### src/rtl/i2c_pkg.sv
// Shared types and constants for the I2C slave receiver.
package i2c_pkg;

    localparam int unsigned I2C_ADDR_W = 7;
    localparam int unsigned I2C_BYTE_W = 8;
    localparam logic [I2C_ADDR_W-1:0] I2C_GCALL_ADDR = 7'h00;

    typedef enum logic [2:0] {
        IDLE     = 3'd0,
        ADDR     = 3'd1,
        ACK_ADDR = 3'd2,
        DATA     = 3'd3,
        ACK_DATA = 3'd4,
        IGNORE   = 3'd5
    } i2c_state_t;

endpackage

### src/rtl/i2c_bus_sync.sv
// SCL/SDA synchronizers with registered edge, START and STOP pulses.
// Total detection latency from a pin change to a pulse is SYNC_STAGES+1 clk.
module i2c_bus_sync #(
    parameter int unsigned SYNC_STAGES = 2
) (
    input  logic clk,
    input  logic rst,
    input  logic scl_in,
    input  logic sda_in,
    output logic scl_rise,
    output logic scl_fall,
    output logic sda_bit,
    output logic start_det,
    output logic stop_det
);

    logic [SYNC_STAGES-1:0] scl_sr;
    logic [SYNC_STAGES-1:0] sda_sr;
    logic                   scl_d;
    logic                   sda_d;
    logic                   scl_s;
    logic                   sda_s;

    assign scl_s = scl_sr[SYNC_STAGES-1];
    assign sda_s = sda_sr[SYNC_STAGES-1];

    // Idle bus level is high, so reset to 1 to avoid spurious edges.
    always_ff @(posedge clk) begin
        if (!rst) begin
            scl_sr    <= '1;
            sda_sr    <= '1;
            scl_d     <= 1'b1;
            sda_d     <= 1'b1;
            scl_rise  <= 1'b0;
            scl_fall  <= 1'b0;
            sda_bit   <= 1'b1;
            start_det <= 1'b0;
            stop_det  <= 1'b0;
        end else begin
            scl_sr    <= {scl_sr[SYNC_STAGES-2:0], scl_in};
            sda_sr    <= {sda_sr[SYNC_STAGES-2:0], sda_in};
            scl_d     <= scl_s;
            sda_d     <= sda_s;
            scl_rise  <= scl_s & ~scl_d;
            scl_fall  <= ~scl_s & scl_d;
            sda_bit   <= sda_s;
            start_det <= scl_s & scl_d & sda_d & ~sda_s;
            stop_det  <= scl_s & scl_d & ~sda_d & sda_s;
        end
    end

endmodule

### src/rtl/i2c_slave_rx.sv
// Write-only I2C slave receiver with valid/ready byte output.
// Define I2C_SLV_GCALL_EN to also accept the general-call address 7'h00.
module i2c_slave_rx
    import i2c_pkg::*;
#(
    parameter logic [I2C_ADDR_W-1:0] SLAVE_ADDR  = 7'h50,
    parameter int unsigned           SYNC_STAGES = 2
) (
    input  logic                  clk,
    input  logic                  rst,
    input  logic                  scl_in,
    input  logic                  sda_in,
    output logic                  sda_oe,
    output logic [I2C_BYTE_W-1:0] rx_data,
    output logic                  rx_valid,
    input  logic                  rx_ready,
    output logic                  rx_first,
    output logic                  busy,
    output logic                  stop_det,
    output logic                  overflow
);

    logic scl_rise;
    logic scl_fall;
    logic sda_bit;
    logic start_det;
    logic bus_stop;

    i2c_bus_sync #(
        .SYNC_STAGES(SYNC_STAGES)
    ) u_sync (
        .clk      (clk),
        .rst      (rst),
        .scl_in   (scl_in),
        .sda_in   (sda_in),
        .scl_rise (scl_rise),
        .scl_fall (scl_fall),
        .sda_bit  (sda_bit),
        .start_det(start_det),
        .stop_det (bus_stop)
    );

    i2c_state_t            state;
    logic [3:0]            bit_cnt;
    logic [I2C_BYTE_W-1:0] shreg;
    logic                  first_pending;
    logic                  addr_hit;
    logic                  consume;
    logic                  byte_done;

    assign consume   = rx_valid & rx_ready;
    assign byte_done = scl_fall && (bit_cnt == 4'd8);

    always_comb begin
        addr_hit = (shreg[I2C_BYTE_W-1:1] == SLAVE_ADDR);
`ifdef I2C_SLV_GCALL_EN
        if (shreg[I2C_BYTE_W-1:1] == I2C_GCALL_ADDR) addr_hit = 1'b1;
`endif
    end

    always_ff @(posedge clk) begin
        if (!rst) begin
            state         <= IDLE;
            bit_cnt       <= '0;
            shreg         <= '0;
            first_pending <= 1'b0;
            sda_oe        <= 1'b0;
            rx_data       <= '0;
            rx_valid      <= 1'b0;
            rx_first      <= 1'b0;
            busy          <= 1'b0;
            stop_det      <= 1'b0;
            overflow      <= 1'b0;
        end else begin
            stop_det <= 1'b0;
            overflow <= 1'b0;
            if (consume) rx_valid <= 1'b0;

            if (start_det) begin
                state   <= ADDR;
                bit_cnt <= '0;
                sda_oe  <= 1'b0;
            end else if (bus_stop) begin
                state    <= IDLE;
                busy     <= 1'b0;
                stop_det <= 1'b1;
                sda_oe   <= 1'b0;
            end else begin
                if (scl_rise && (state == ADDR || state == DATA)) begin
                    shreg   <= {shreg[I2C_BYTE_W-2:0], sda_bit};
                    bit_cnt <= bit_cnt + 4'd1;
                end
                case (state)
                    IDLE: ;
                    ADDR: begin
                        if (byte_done) begin
                            if (addr_hit && !shreg[0]) begin
                                state         <= ACK_ADDR;
                                sda_oe        <= 1'b1;
                                busy          <= 1'b1;
                                first_pending <= 1'b1;
                            end else begin
                                state <= IGNORE;
                            end
                        end
                    end
                    ACK_ADDR, ACK_DATA: begin
                        if (scl_fall) begin
                            sda_oe  <= 1'b0;
                            state   <= DATA;
                            bit_cnt <= '0;
                        end
                    end
                    DATA: begin
                        // A byte consumed on this same clk frees the slot for the new one.
                        if (byte_done) begin
                            if (!rx_valid || rx_ready) begin
                                rx_data       <= shreg;
                                rx_valid      <= 1'b1;
                                rx_first      <= first_pending;
                                first_pending <= 1'b0;
                                sda_oe        <= 1'b1;
                                state         <= ACK_DATA;
                            end else begin
                                overflow <= 1'b1;
                                state    <= IGNORE;
                            end
                        end
                    end
                    IGNORE: sda_oe <= 1'b0;
                    default: state <= IDLE;
                endcase
            end
        end
    end

endmodule

### config.mk
export PLATFORM = sky130hd
export DESIGN_NAME = i2c_slave_rx
export DESIGN_NICKNAME = d
export VERILOG_FILES = /design/src/rtl/i2c_pkg.sv /design/src/rtl/i2c_bus_sync.sv /design/src/rtl/i2c_slave_rx.sv
export SDC_FILE = /design/constraint.sdc
export NUM_CORES = 1
export LEC_CHECK = 0
export ABC_AREA = 1
export BUFFER_PORTS_ARGS = -buffer_cell sky130_fd_sc_hd__buf_2
export CAP_MARGIN = 20
export CORE_ASPECT_RATIO = 2
export CORE_MARGIN = 2
export CORE_UTILIZATION = 35
export DETAILED_ROUTE_END_ITERATION = 6
export PLACE_DENSITY = 0.5
export SYNTH_ARGS = -nofsm -noshare
export SYNTH_HDL_FRONTEND = slang
export SYNTH_SLANG_ARGS = --single-unit
export TNS_END_PERCENT = 100
### constraint.sdc
create_clock -name clk -period 3.1 [get_ports clk]
set_input_delay 0.62 -clock clk [delete_from_list [all_inputs] [get_ports clk]]
set_output_delay 0.62 -clock clk [all_outputs]
set_load 0.1 [all_outputs]
## Word-level counts from Yosys, hierarchy flattened

Cells that the tools add are included.

| storage, ports and cells | value |
|---|---|
| register bits after elaboration | 40 |
| output and inout bits | 14 |
| word-level logic and storage cells | 110 |

| operators by class | value |
|---|---|
| add/sub/neg operators | 1 |
| eq/ne operators | 16 |
| multiplexer cells | 30 |
| bitwise operators | 18 |
| reduce and logical (&&, ||, !) cells | 25 |

Operators with widths:

| cell | number |
|---|---|
| 2-to-1 mux 1 bit | 20 |
| 2-to-1 mux 3 bit | 4 |
| 2-to-1 mux 4 bit | 3 |
| one-hot mux 3 bit (4 select lines) | 1 |
| AND reduction 4 bit | 3 |
| inverter 1 bit | 10 |
| bitwise AND 1 bit | 8 |
| != test 4 x 2 -> 1 bit, second input constant | 2 |
| nonzero test 2 bit | 4 |
| equality test 7 bit, second input constant | 1 |
| AND reduction 7 bit | 1 |
| equality test 3 x 2 -> 1 bit, second input constant | 2 |
| equality test 3 bit, second input constant | 2 |
| != test 2 x 1 -> 1 bit, second input constant | 3 |
| AND reduction 6 bit | 1 |
| OR reduction 2 bit | 3 |
| AND reduction 5 bit | 1 |
| OR reduction 5 bit | 1 |
| adder 4 x 1 -> 4 bit, second input constant | 1 |
| equality test 4 bit, second input constant | 1 |
| != test 2 bit, second input constant | 2 |
| != test 4 x 1 -> 1 bit, second input constant | 1 |
| one-hot mux 1 bit (4 select lines) | 1 |
| nonzero test 4 bit | 1 |
| 9 further kinds | 13 |

## Longest topological paths before layout

| logic depth | value |
|---|---|
| depth in word-level cells | 7 |
| gate-level depth with buffers | 12 |
| depth with buffers taken out | 12 |

## Cells and area by module

Synthesis repeated with hierarchy kept, for this count alone.

| unflattened totals | value |
|---|---|
| cell total of the unflattened synthesis | 247 |
| area, all modules | 1774.2 um^2 |

By module, submodules not included:

| module | instances | cells each | area an instance (um^2) | sequential area each (um^2) |
|---|---|---|---|---|
| i2c_slave_rx | 1 | 214 | 1460.2 | 600.6 |
| i2c_bus_sync | 1 | 33 | 314.1 | 200.2 |

## Worst setup path after synthesis

No wires, ideal clock.

| path | value |
|---|---|
| path type | register -> register |
| start | register rx_valid |
| end | register rx_data[0] |
| library setup time | 67 ps |
| data arrival time | 1756 ps |
| required time | 3033 ps |
| slack | 1277 ps |
| stages on the path, launching flop included | 6 |
| path buffers | 1 |
| clock period less this slack | 1823 ps |
| path through | dfxtp_1 nand2_1 nand4_4 buf_6 a21oi_1 nor2_1 |

| on the way | value |
|---|---|
| cells in the longest elaborated chain, start to end | 3 |

RTL lines:

| item | RTL line | text |
|---|---|---|
| from (decl) | i2c_slave_rx.sv:15 | `output logic rx_valid,` |
| from (signal assigned) | i2c_slave_rx.sv:69 | `rx_valid <= 1'b0;` |
| from (signal assigned) | i2c_slave_rx.sv:77 | `if (consume) rx_valid <= 1'b0;` |
| from (signal assigned) | i2c_slave_rx.sv:119 | `rx_valid <= 1'b1;` |
| zero test 1 bit | i2c_slave_rx.sv:117 | `if (!rx_valid \|\| rx_ready) begin` |
| logical OR 1 bit | i2c_slave_rx.sv:117 |  |
| AND reduction 5 bit (no line) | -- |  |
| to (signal assigned) | i2c_slave_rx.sv:118 | `rx_data <= shreg;` |
| to (decl) | i2c_slave_rx.sv:14 | `output logic [I2C_BYTE_W-1:0] rx_data,` |

Every way passes these cells.
A chain may end at the register's enable or synchronous reset.

## Worst setup path in the final report

| path | value |
|---|---|
| start | register rx_data[3] |
| end | output rx_data[3] |

No word-level cell between the ends.

==> summary.txt <==
Critical path
  • Worst path top cell family by delay: buffers and inverters
  • Critical path buffers and inverters: 1
  • CP max stage delay: 0.43 ns
  • CP Data Required Time: around 2.5 ns
  • Terminus of the critical flop-to-flop path: rx_data[0]
  • CP Capture Type: output pin
  • CP max FO: 2
  • R2r setup slk: 1.50 ns
  • R2R depth: 7
  • Critical path's slowest cell: buf_2
  • Critical Path Source Type: flop
  • Worst flop-to-flop path startpoint: bit_cnt[1]
  • Arrival @ worst endpoint: 1.06 ns
  • Cells along the critical path: buf_2
  • Worst setup path class: flop to output pin

Die
  • Die width: 53.4 um
  • Die H: 103 um
  • Top-level I/O count: 19
  • Initial core utilization: 0.357
  • Die Area: 0.00548 mm^2
  • # rows: 36
  • Core area: 0.00477 mm^2

Placement
  • HPWL after DPL: about 2500 um
  • RePlAce Congestion: 0.791
  • Port Buffers: 18
  • Area after DPL: 0.00184 mm^2
  • Dpl ws: 1.09 ns
  • Placed Cells incl. Taps: 298

Global routing
  • First-pass GRT wire length: a little under 6000 um
  • Total GRT Usage: 0.143
  • Initial antenna violation count: 0
  • Number of global-route vias before repair: 1369
  • Largest net degree at the start of global routing: 19
  • GRT overflow: 0

CTS
  • CTS Sinks: 40
  • Hold buffer count at cts: 0
  • CTS root buf: clkbuf_8
  • CTS tree: built
  • # resized after CTS: 0
  • H-Tree Depth: 2
  • Skew-Pair Late Insertion Delay: 0.29 ns
  • Worst-path clk slew: 0.07 ns
  • Cts bufs inserted: 5
  • Setup bufs post-CTS: 0
  • Maximum root-to-sink buffer count: 2

Power
  • Peak supply drop: 0.000372 V
  • Pwr dens: 563 mW/mm^2
  • Sequential Power Share: 0.506
  • Pwr Total: 1080 uW
  • P_leak: roughly 0.00086 uW
  • Combinational Power Share: 0.186
  • Internal power: 743 uW
  • Clk pwr share: 0.308
  • Sw Ratio: 0.312
  • Switching power: approximately 340 uW

Detailed routing
  • Final WL: ~3300 um
  • TritonRoute pass-1 iters: 4
  • Wire per inst: between 10 and 15 um
  • Routed Antenna Nets: 0
  • Iter 0 DRT Violations: 15
  • DRC errors left: 0
  • Vias: 1417
  • Average vias per placed instance: roughly 4.6

Logic synthesis
  • Top cells by count, synth: nand2_1, dfxtp_1, nor2_1
  • Synth area leaders: dfxtp_1, nand2_1, nor2_1
  • Yosys top cell area share: 0.469
  • Sequential element share of the synthesized area: 0.469
  • FFs w/ async S/R, synth: 0
  • EDFF count, synth: 0
  • Post-Synthesis Cell Area: between 0.0015 and 0.002 mm^2
  • YS warnings: 0
  • Leading area contributor after synthesis: dfxtp_1
  • Most common cell in the netlist: nand2_1
  • Cells after Synth: 227
  • Prevailing post-synth register cell: dfxtp_1
  • Synth cell types: 27
  • Syn_nets: 234
  • Yosys reg bits: 40
  • Avg Cell Area, Syn: 7.52 um^2

STA
  • Minimum clock period: approximately 1.7 ns
  • Achievable frequency: 0.594 GHz
  • Pins Over Slew Limit: 0
  • Final hold vios: 0
  • Fin crit share: 0.543
  • Slew of the pin with the lowest slew margin: 0.490 ns
  • Setup tns final: 0 ns
  • # setup viols final: 0
  • RSZ-0062 raised after global routing: no
  • Final WS setup: 1.42 ns
  • Slew HR: 0.675
  • Setup Skew: 0.00691 ns

Job
  • Maxcap violations: 0

Hold path
  • Worst Hold Class: flop to flop
  • Hold Crit Depth: 1
  • HP Start: u_sync.sda_sr[0]
  • Worst Hold Path EP: u_sync.sda_sr[1]

Cells and area
  • Post-route cell area: 0.00192 mm^2
  • Layout cells sized above 1: 0.173
  • Final Non-Filler Cells: 305
  • Seq. cell area: 801 um^2
  • Fillers: 554
  • Layout Nets: 255
  • N_diodes: 0
  • P&R area growth vs syn: 12.4%
  • Multi-input gate area: about 740 um^2

Run status
  • Status: finished clean
power by group through the flow:
stage	logic [uW]	registers (uW)	clock network (uW)
2_1_floorplan	132	587	0
3_5_place_dp	201	559	0
5_1_grt	224	549	365
6_report	200	546	333
3_3_place_gp	198	559	0
4_1_cts	202	547	346
cell type report:
cell class | count | area share
Tap cell | 57 | 0.0372
Clock inverter | 2 | 0.00652
Multi-Input combinational cell | 148 | 0.387
Timing Repair Buffer | 18 | 0.0470
Inverter | 35 | 0.0685
Sequential cell | 40 | 0.417
Clock buffer | 5 | 0.0359
kinds of logic after synthesis:
kind of cell | Yosys count | share of synthesized area
and+or+nand+nor | 108 | 0.297
xor gates and xnor gates | 1 | 0.00513
AOI/OAI and AO/OA | 37 | 0.119
DFF | 40 | 0.469
buffers and inverters | 39 | 0.0953
adders and majority gates | 2 | 0.0147
registers in the layout, summed over array words and instances, names as in the netlist, 2 cells and up:
signal,flops
state,3
shreg,8
rx_data,8
bit_cnt,4
u_sync.scl_sr,2
u_sync.sda_sr,2
stage by stage:
stage | hold WS (ns) | utilization
floorplan | 0.393 | -
global placement | 0.398 | 0.385
detailed placement | 0.404 | 0.385
CTS | 0.424 | 0.402
global route | 0.436 | 0.402
finish | 0.420 | 0.402
cell usage in the layout (no fill, tap or decap), types with 2 or more instances in the layout:
| cell | n |
|---|---|
| nand3_1 | 7 |
| a21oi_1 | 19 |
| buf_2 | 18 |
| nand4_1 | 3 |
| nor2_2 | 3 |
| nor2_1 | 39 |
| or2_2 | 4 |
| nor3_1 | 3 |
| nor2_4 | 2 |
| nor4_1 | 2 |
| inv_1 | 33 |
| a31oi_1 | 2 |
| dfxtp_1 | 40 |
| inv_2 | 2 |
| ha_1 | 2 |
| nand2_1 | 41 |
| clkbuf_8 | 5 |
| o21ai_0 | 11 |
| a21oi_2 | 2 |
| nand3_2 | 2 |
routing by layer:
layer | global-route usage | wire, um
met1 | 0.156 | 1460
met2 | 0.242 | 1600
met3 | 0.0319 | 116
met5 | 0 | 0
met4 | 0.0848 | 104
worst max-delay path by stage:
stage,from,to,slack (ns),cells after the start
2_1_floorplan,rx_valid,rx_data[0],1.28,5
3_3_place_gp,rst,overflow,1.12,7
3_5_place_dp,rst,overflow,1.09,7
4_1_cts,rst,overflow,1.39,7
5_1_grt,rst,overflow,1.17,7
6_report,rx_data[3],rx_data[3],1.42,1
Power figures use the tool's default switching activity.
